File: src/rtl/debounce_pkg.sv
// debounce_pkg
//   Shared constants and helpers for the input_debouncer slice.
//   - DB_TICK_DIV_DEF     : default clk cycles per sample tick
//   - DB_STABLE_TICKS_DEF : default number of ticks an input must hold a new value
//   - clog2()             : ceiling log2, used to size the prescaler and stability counters
//   No ports; imported with import debounce_pkg::*.
package debounce_pkg;

  localparam int DB_TICK_DIV_DEF     = 50000;
  localparam int DB_STABLE_TICKS_DEF = 4;

  // Smallest n with 2**n >= value; returns 0 for value <= 1, so callers that
  // need a register must clamp the result to at least one bit.
  function automatic int clog2(input int value);
    int result;
    result = 0;
    while ((1 << result) < value) begin
      result = result + 1;
    end
    return result;
  endfunction

endpackage

File: src/rtl/debounce_channel.sv
// debounce_channel
//   One-bit debounce filter. Follows an already-synchronised input and only
//   changes its output level after the input has disagreed with it on
//   STABLE_TICKS consecutive sample ticks without ever agreeing in between.
//   Optionally registers one-cycle rise/fall pulses aligned with the level change.
//
//   Ports:
//     clk    in   system clock
//     rst    in   synchronous, active-high reset
//     s      in   synchronised input bit
//     tick   in   shared sample strobe from the prescaler
//     level  out  debounced level
//     rise   out  one-cycle pulse when level goes 0->1
//     fall   out  one-cycle pulse when level goes 1->0
//
//   Configuration macro: INPUT_DEBOUNCE_EDGE_EN
//     defined   -> rise/fall registers are built
//     undefined -> rise/fall are tied to 0 and no registers are built
module debounce_channel
  import debounce_pkg::*;
#(
  parameter int STABLE_TICKS = DB_STABLE_TICKS_DEF
) (
  input  logic clk,
  input  logic rst,
  input  logic s,
  input  logic tick,
  output logic level,
  output logic rise,
  output logic fall
);

  localparam int CNT_W = (clog2(STABLE_TICKS + 1) < 1) ? 1 : clog2(STABLE_TICKS + 1);
  localparam logic [CNT_W-1:0] CNT_LAST = CNT_W'(STABLE_TICKS - 1);

  logic [CNT_W-1:0] r_cnt;
  logic             r_level;
  logic             w_differs;
  logic             w_flip;

  // The level flips on the tick that completes the stability window.
  assign w_differs = (s != r_level);
  assign w_flip    = w_differs && tick && (r_cnt == CNT_LAST);

  // Stability counter and output level. Any cycle where the input agrees with
  // the output throws away the progress, tick or not, so bounce never
  // accumulates across separate glitches.
  always_ff @(posedge clk) begin
    if (rst) begin
      r_cnt   <= '0;
      r_level <= 1'b0;
    end else if (!w_differs) begin
      r_cnt <= '0;
    end else if (w_flip) begin
      r_level <= s;
      r_cnt   <= '0;
    end else if (tick) begin
      r_cnt <= r_cnt + 1'b1;
    end
  end

  assign level = r_level;

`ifdef INPUT_DEBOUNCE_EDGE_EN
  logic r_rise;
  logic r_fall;

  // Pulses are registered on the same edge as the level update, so they are
  // high exactly in the cycle the new level is visible.
  always_ff @(posedge clk) begin
    if (rst) begin
      r_rise <= 1'b0;
      r_fall <= 1'b0;
    end else begin
      r_rise <= w_flip &  s;
      r_fall <= w_flip & ~s;
    end
  end

  assign rise = r_rise;
  assign fall = r_fall;
`else
  assign rise = 1'b0;
  assign fall = 1'b0;
`endif

endmodule

File: src/rtl/input_debouncer.sv
// input_debouncer
//   Conditions raw switch/button inputs before the encoder and display logic.
//   Each bit is passed through a 2-FF synchroniser, then filtered by its own
//   debounce_channel. All channels share one sample-tick prescaler.
//
//   Ports:
//     clk      in   system clock
//     rst      in   synchronous, active-high reset
//     din      in   WIDTH raw asynchronous inputs
//     dout     out  WIDTH debounced levels
//     rise     out  WIDTH one-cycle pulses on dout 0->1
//     fall     out  WIDTH one-cycle pulses on dout 1->0
//     changed  out  OR of all rise|fall bits, same cycle
//
//   Parameters:
//     WIDTH         number of independent channels
//     TICK_DIV      clk cycles per sample tick (1 = tick every cycle)
//     STABLE_TICKS  consecutive disagreeing ticks needed to flip an output
//
//   Configuration macro: INPUT_DEBOUNCE_EDGE_EN
//     defined   -> rise/fall/changed are live
//     undefined -> rise/fall/changed are constant 0; dout timing is unchanged
module input_debouncer
  import debounce_pkg::*;
#(
  parameter int WIDTH        = 16,
  parameter int TICK_DIV     = DB_TICK_DIV_DEF,
  parameter int STABLE_TICKS = DB_STABLE_TICKS_DEF
) (
  input  logic             clk,
  input  logic             rst,
  input  logic [WIDTH-1:0] din,
  output logic [WIDTH-1:0] dout,
  output logic [WIDTH-1:0] rise,
  output logic [WIDTH-1:0] fall,
  output logic             changed
);

  logic [WIDTH-1:0] r_syncStage1;
  logic [WIDTH-1:0] r_syncStage2;
  logic             w_tick;

  // Two-stage synchroniser; the second stage is the only view of din the
  // filters ever see. Reset clears it so no stale value survives a reset.
  always_ff @(posedge clk) begin
    if (rst) begin
      r_syncStage1 <= '0;
      r_syncStage2 <= '0;
    end else begin
      r_syncStage1 <= din;
      r_syncStage2 <= r_syncStage1;
    end
  end

  generate
    if (TICK_DIV <= 1) begin : g_tickAlways
      assign w_tick = 1'b1;
    end else begin : g_prescaler
      localparam int PRE_W = clog2(TICK_DIV);
      localparam logic [PRE_W-1:0] PRE_LAST = PRE_W'(TICK_DIV - 1);

      logic [PRE_W-1:0] r_pre;

      // Free-running 0..TICK_DIV-1 counter; the tick is its terminal count.
      always_ff @(posedge clk) begin
        if (rst) begin
          r_pre <= '0;
        end else if (r_pre == PRE_LAST) begin
          r_pre <= '0;
        end else begin
          r_pre <= r_pre + 1'b1;
        end
      end

      assign w_tick = (r_pre == PRE_LAST);
    end
  endgenerate

  for (genvar gi = 0; gi < WIDTH; gi++) begin : g_channel
    debounce_channel #(
      .STABLE_TICKS(STABLE_TICKS)
    ) u_channel (
      .clk  (clk),
      .rst  (rst),
      .s    (r_syncStage2[gi]),
      .tick (w_tick),
      .level(dout[gi]),
      .rise (rise[gi]),
      .fall (fall[gi])
    );
  end

`ifdef INPUT_DEBOUNCE_EDGE_EN
  assign changed = |(rise | fall);
`else
  assign changed = 1'b0;
`endif

endmodule

File: config.mk
export PLATFORM = sky130hd
export DESIGN_NAME = input_debouncer
export DESIGN_NICKNAME = d
export VERILOG_FILES = /design/src/rtl/debounce_pkg.sv /design/src/rtl/debounce_channel.sv /design/src/rtl/input_debouncer.sv
export SDC_FILE = /design/constraint.sdc
export NUM_CORES = 1
export LEC_CHECK = 0
export BUFFER_PORTS_ARGS = -buffer_cell sky130_fd_sc_hd__buf_2
export CORE_ASPECT_RATIO = 1.4
export CORE_MARGIN = 1.5
export CORE_UTILIZATION = 35
export CTS_CLUSTER_SIZE = 25
export DETAILED_ROUTE_END_ITERATION = 12
export GPL_TIMING_DRIVEN = 0
export PLACE_DENSITY = 0.6
export REMOVE_ABC_BUFFERS = 1
export SLEW_MARGIN = 20
export SYNTH_ARGS = -nofsm -noshare
export SYNTH_HDL_FRONTEND = slang
export SYNTH_SLANG_ARGS = --single-unit
File: constraint.sdc
create_clock -name clk -period 5.3 [get_ports clk]
set_input_delay 0.795 -clock clk [delete_from_list [all_inputs] [get_ports clk]]
set_output_delay 0.795 -clock clk [all_outputs]
set_load 0.02 [all_outputs]
**After elaboration in Yosys (flattened, before gate mapping)**

Cells that the tools add are included.

- Output and inout port bits: 49
- Bits in registers: 112

- Reduce and logical (&&, ||, !) cells: 65
- Bitwise gates (word level): 16
- $add $sub $neg: 17
- Equality and inequality tests: 33

Operators by type and width:

| cell | number |
|---|---|
| $add 3x1->3 const B | 16 |
| $eq 3x2->1 const B | 16 |
| $reduce_or 3->1 | 16 |
| $logic_and 1x1->1 | 32 |
| $reduce_and 2->1 | 16 |
| $add 16x1->16 const B | 1 |
| $eq 16x16->1 const B | 1 |
| $ne 1x1->1 | 16 |
| $not 1->1 | 16 |
| $reduce_or 2->1 | 1 |

**Longest topological paths before layout**

- Depth in word-level cells: 4
- Depth in mapped cells: 8
- Depth with buffers taken out: 5

**Cells and area by module**

A second synthesis with hierarchy kept.

- Cell total of the unflattened synthesis: 518
- Area, all modules: 5228.8 µm²

By module, submodules not included:

| module | area each (µm²) | cells an instance | seq. area each (µm²) | times used |
|---|---|---|---|---|
| debounce_channel | 226.5 | 23 | 80.1 | 16 |
| input_debouncer | 1605.3 | 150 | 960.9 | 1 |

**Worst setup path after synthesis**

Ideal clock, no wire load.

- Path kind: register -> register
- Start point: register g_prescaler.r_pre[5]
- End point: register g_channel[0].u_channel.r_level
- Cell stages (with the launch flop): 8
- Library setup time: 132 ps
- Path slack: 3133 ps
- Period minus slack after synthesis: 2167 ps
- Buffers on the path: 3
- Data arrival time: 2035 ps
- Cells stage by stage: dfxtp_1 or4b_1 or4_1 buf_2 buf_6 clkbuf_1 o21ai_0 a21oi_1

- Cells in the longest elaborated chain, start to end: 4

RTL lines:

| item | RTL line | source |
|---|---|---|
| from (decl) | input_debouncer.sv:62 | `logic [PRE_W-1:0] r_pre;` |
| from (signal assigned) | input_debouncer.sv:71 | `r_pre <= r_pre + 1'b1;` |
| $eq 16x16->1 | input_debouncer.sv:75 | `assign w_tick = (r_pre == PRE_LAST);` |
| $logic_and 1x1->1 (2 in series) | debounce_channel.sv:43 | `assign w_flip = w_differs && tick && (r_cnt == CNT_LAST);` |
| $reduce_and 2->1 (no source line) | -- |  |
| to (signal assigned) | debounce_channel.sv:55 | `r_level <= s;` |
| to (decl) | debounce_channel.sv:37 | `logic r_level;` |

No other way between the ends.
A chain may end at the register's enable or synchronous reset.

**Worst setup path after layout**

- Start point: register g_prescaler.r_pre[5]
- End point: register g_channel[2].u_channel.r_cnt[0]

- Cells in the longest elaborated chain, start to end: 4

RTL lines:

| item | RTL line | source |
|---|---|---|
| $eq 16x16->1 (*) | input_debouncer.sv:75 |  |
| $logic_and 1x1->1 (2 in series) | debounce_channel.sv:43 |  |
| $reduce_or 3->1 (no source line) | -- |  |
| to (signal assigned) | debounce_channel.sv:58 | `r_cnt <= r_cnt + 1'b1;` |
| to (decl) | debounce_channel.sv:36 | `logic [CNT_W-1:0] r_cnt;` |

Mark *: on every way between the ends. The rest lies on a longest branch, timed or not.

==> metrics <==
final worst-path setup slack=2.764 ns; 1st-iter DRT viols=141; RSZ-0062 raised after global routing=no; routed length per instance=10.75 um; combinational family with the most area after synthesis=simple AND/OR/NAND/NOR gates; Hold Path Depth=1; vias per cell=4.522; Cell Count Post-Placement=752; Placed Area=5092 um^2; synth unique cells=24; Sequential Power Share=0.554; I/O pin total=67; cell chain of the critical path=or4b_1 -> or4_4 -> buf_12 -> or3_1 -> a21oi_1; Achievable Freq=0.3943 GHz; clk buf depth=2; final WL=8.244 mm; initial antenna violation count=0; Core Area=13910 um^2; RR Endpoint=g_channel[2].u_channel.r_cnt[0]$_SDFFE_PP0N_; status=completed; Post CTS Setup Buffer Count=0; I/O Buffers=33; die width=104 um; worst path required time=5.57 ns; die area=15020 um^2; Reg2Reg Launch Point=g_prescaler.r_pre[5]$_SDFF_PP0_; CP Data Arrival Time=2.80 ns; first-pass GRT wire length=13.83 mm; critical path's top delay family=simple AND/OR/NAND/NOR gates; WS Path Type=reg -> reg; switching share of power=0.2294; Worst Hold Launch=r_syncStage1[13]$_SDFF_PP0_; Seq cells post-synth=112; max_cap viols=0; vias in the first global route=3184; fill count=1416; Crit path buffers/inverters=1; CTS H-tree depth=3; syn_area_per_cell=8.816 um^2; share of layout cells above drive strength 1=0.09622; GRT overflow=0; Comb pwr share=0.035; setup_tns=0 ns; Worst-path clk slew=0.07 ns; fin util=0.3860; VDD IR max=149.0 uV; area share of the largest cell type after synthesis=0.4486; Slew Limit Fails=0; Tot GR Track Use=0.1105; startpoint types=flip-flop; Detailed Routing Iterations Pass 1=4; skew final=0.01294 ns; Crit-path slowest cell=or4_4; post-synthesis simple-gate area fraction=0.2118; Int Power=1196 uW; Design Area, Final=5369 um^2; Synth Area in Compound Gates=0.08010; Tcrit/Tclk final=0.4785; antenna viol nets, final=0; largest net degree at the start of global routing=67; Cells after Synth=567; hpwl dp=5.688 mm; crit path max fanout=54; cell taking the most area after synthesis=dfxtp_1; # diodes=0; Root Driver=clkbuf_16; post-synthesis adder-cell area fraction=0.08260; DR DRC count=0; r2r worst-path depth=5; CP endpoint kind=flip-flop; Hold Fails Final Rpt=0; Leak=0.002037 uW; final setup vio count=0; Non-Filler Instances=767; FP Rows=51; CTS Hold Buffers Added=0; Die Y=144.4 um; Resized Gates After CTS=0; global placement routability congestion=0.7827; Tmin final=2.536 ns; later-pin clock latency in the skew report=0.34 ns; post-synthesis mux area share=0; most common cell after layout, fill and taps aside=dfxtp_1; post-synthesis sequential area ratio=0.4486; XOR/XNOR share of the synthesized area=0.05257; Slew @ Worst Pin=0.6420 ns; mapped cell area=4999 um^2; most frequent cells in the layout=dfxtp_1 (112), a21oi_1 (64), nand2_1 (51); CP peak stage delay=0.79 ns; synth warn=0; Pwr per Cell Area=289.0 nW/um^2; clock sink count=112; CTS tree=built; type of the worst min-delay path=reg -> reg; Net Switching=355.9 uW; r2r setup slk=2.76 ns; Hold Path Sink=r_syncStage2[13]$_SDFF_PP0_; clock buffer count from CTS=9; DR vias=3468; clock share of power=0.411; Area growth, synth to finish=7.409%; Place WS=2.769 ns; Nets=629; Slew HR=0.5720; starting density of the core=0.3593; synth top area cells=dfxtp_1 (45%), ha_1 (8.3%), buf_4 (7.4%), a21oi_1 (6.4%), nor2b_1 (4.0%)
cell usage after synthesis, drive strengths merged:
cell type  instances
a21oi             64
buf               55
clkbuf            16
conb               1
dfxtp            112
ha                33
inv               36
nand2             51
nand2b            17
nand3             37
nand4              3
nand4b             1
nor2              20
nor2b             32
nor3               4
nor4               4
o21ai             16
or3               32
or4                1
or4b               2
xnor2             13
xor2              17
per-stage QoR:
step                      hold slack, ns  power, uW
after CTS                         0.4404       1577
after global routing              0.4547       1622
final                             0.4373       1551
after detailed placement          0.4223      934.4
after global placement            0.4160      933.5
after floorplan                   0.4138      917.1
registers in the layout (all words and copies together) (netlist names):
name	cells
g_channel.u_channel.level	16
r_syncStage2	16
g_channel.u_channel.r_cnt	48
g_prescaler.r_pre	16
r_syncStage1	16
layer usage:
metal,routed length [um],vias to the layer above,share of wire,GRT usage
met5,0,-,0,0
li1,-,1803,-,-
met4,125,0,0.015,0.04751
met3,187,7,0.023,0.01893
met2,4138,43,0.50,0.2015
met1,3793,1615,0.46,0.1274
how the worst max path moves through the flow:
| stage | from | endpoint | cells past startpoint |
|---|---|---|---|
| CTS | g_prescaler.r_pre[5]$_SDFF_PP0_ | g_channel[7].u_channel.level$_SDFFE_PP0P_ | 7 |
| global route | g_prescaler.r_pre[0]$_SDFF_PP0_ | g_channel[7].u_channel.level$_SDFFE_PP0P_ | 8 |
| detailed placement | g_prescaler.r_pre[5]$_SDFF_PP0_ | g_channel[2].u_channel.r_cnt[0]$_SDFFE_PP0N_ | 5 |
| global placement | g_prescaler.r_pre[5]$_SDFF_PP0_ | g_channel[0].u_channel.level$_SDFFE_PP0P_ | 4 |
| finish | g_prescaler.r_pre[5]$_SDFF_PP0_ | g_channel[2].u_channel.r_cnt[0]$_SDFFE_PP0N_ | 5 |
| floorplan | g_prescaler.r_pre[5]$_SDFF_PP0_ | g_channel[0].u_channel.level$_SDFFE_PP0P_ | 4 |
power by group through the flow:
stage | registers (uW) | logic (uW) | clock network (uW)
2_1_floorplan | 878 | 38.7 | 0
3_3_place_gp | 879 | 54.2 | 0
3_5_place_dp | 880 | 54.6 | 0
4_1_cts | 860 | 54.8 | 662
5_1_grt | 862 | 61.0 | 699
6_report | 860 | 54.5 | 637
area by class of cell:
cell class                 instances  area, um^2  share of cell area
multi-input combinational        380        2268              0.4225
inverter                          36       135.1             0.02517
timing repair buffer              39       215.2             0.04008
sequential                       112        2242              0.4176
tap                              185       231.5             0.04311
clock buffer                       9       225.2             0.04195
clock inverter                     6       51.30            0.009555
cells by family after synthesis:
group,count (synthesis)
buffers and inverters,107
AOI/OAI and AO/OA,80
DFF,112
adders and majority gates,33
other,1
xor gates and xnor gates,30
and+or+nand+nor,204
(Power assumes the default switching activity.)
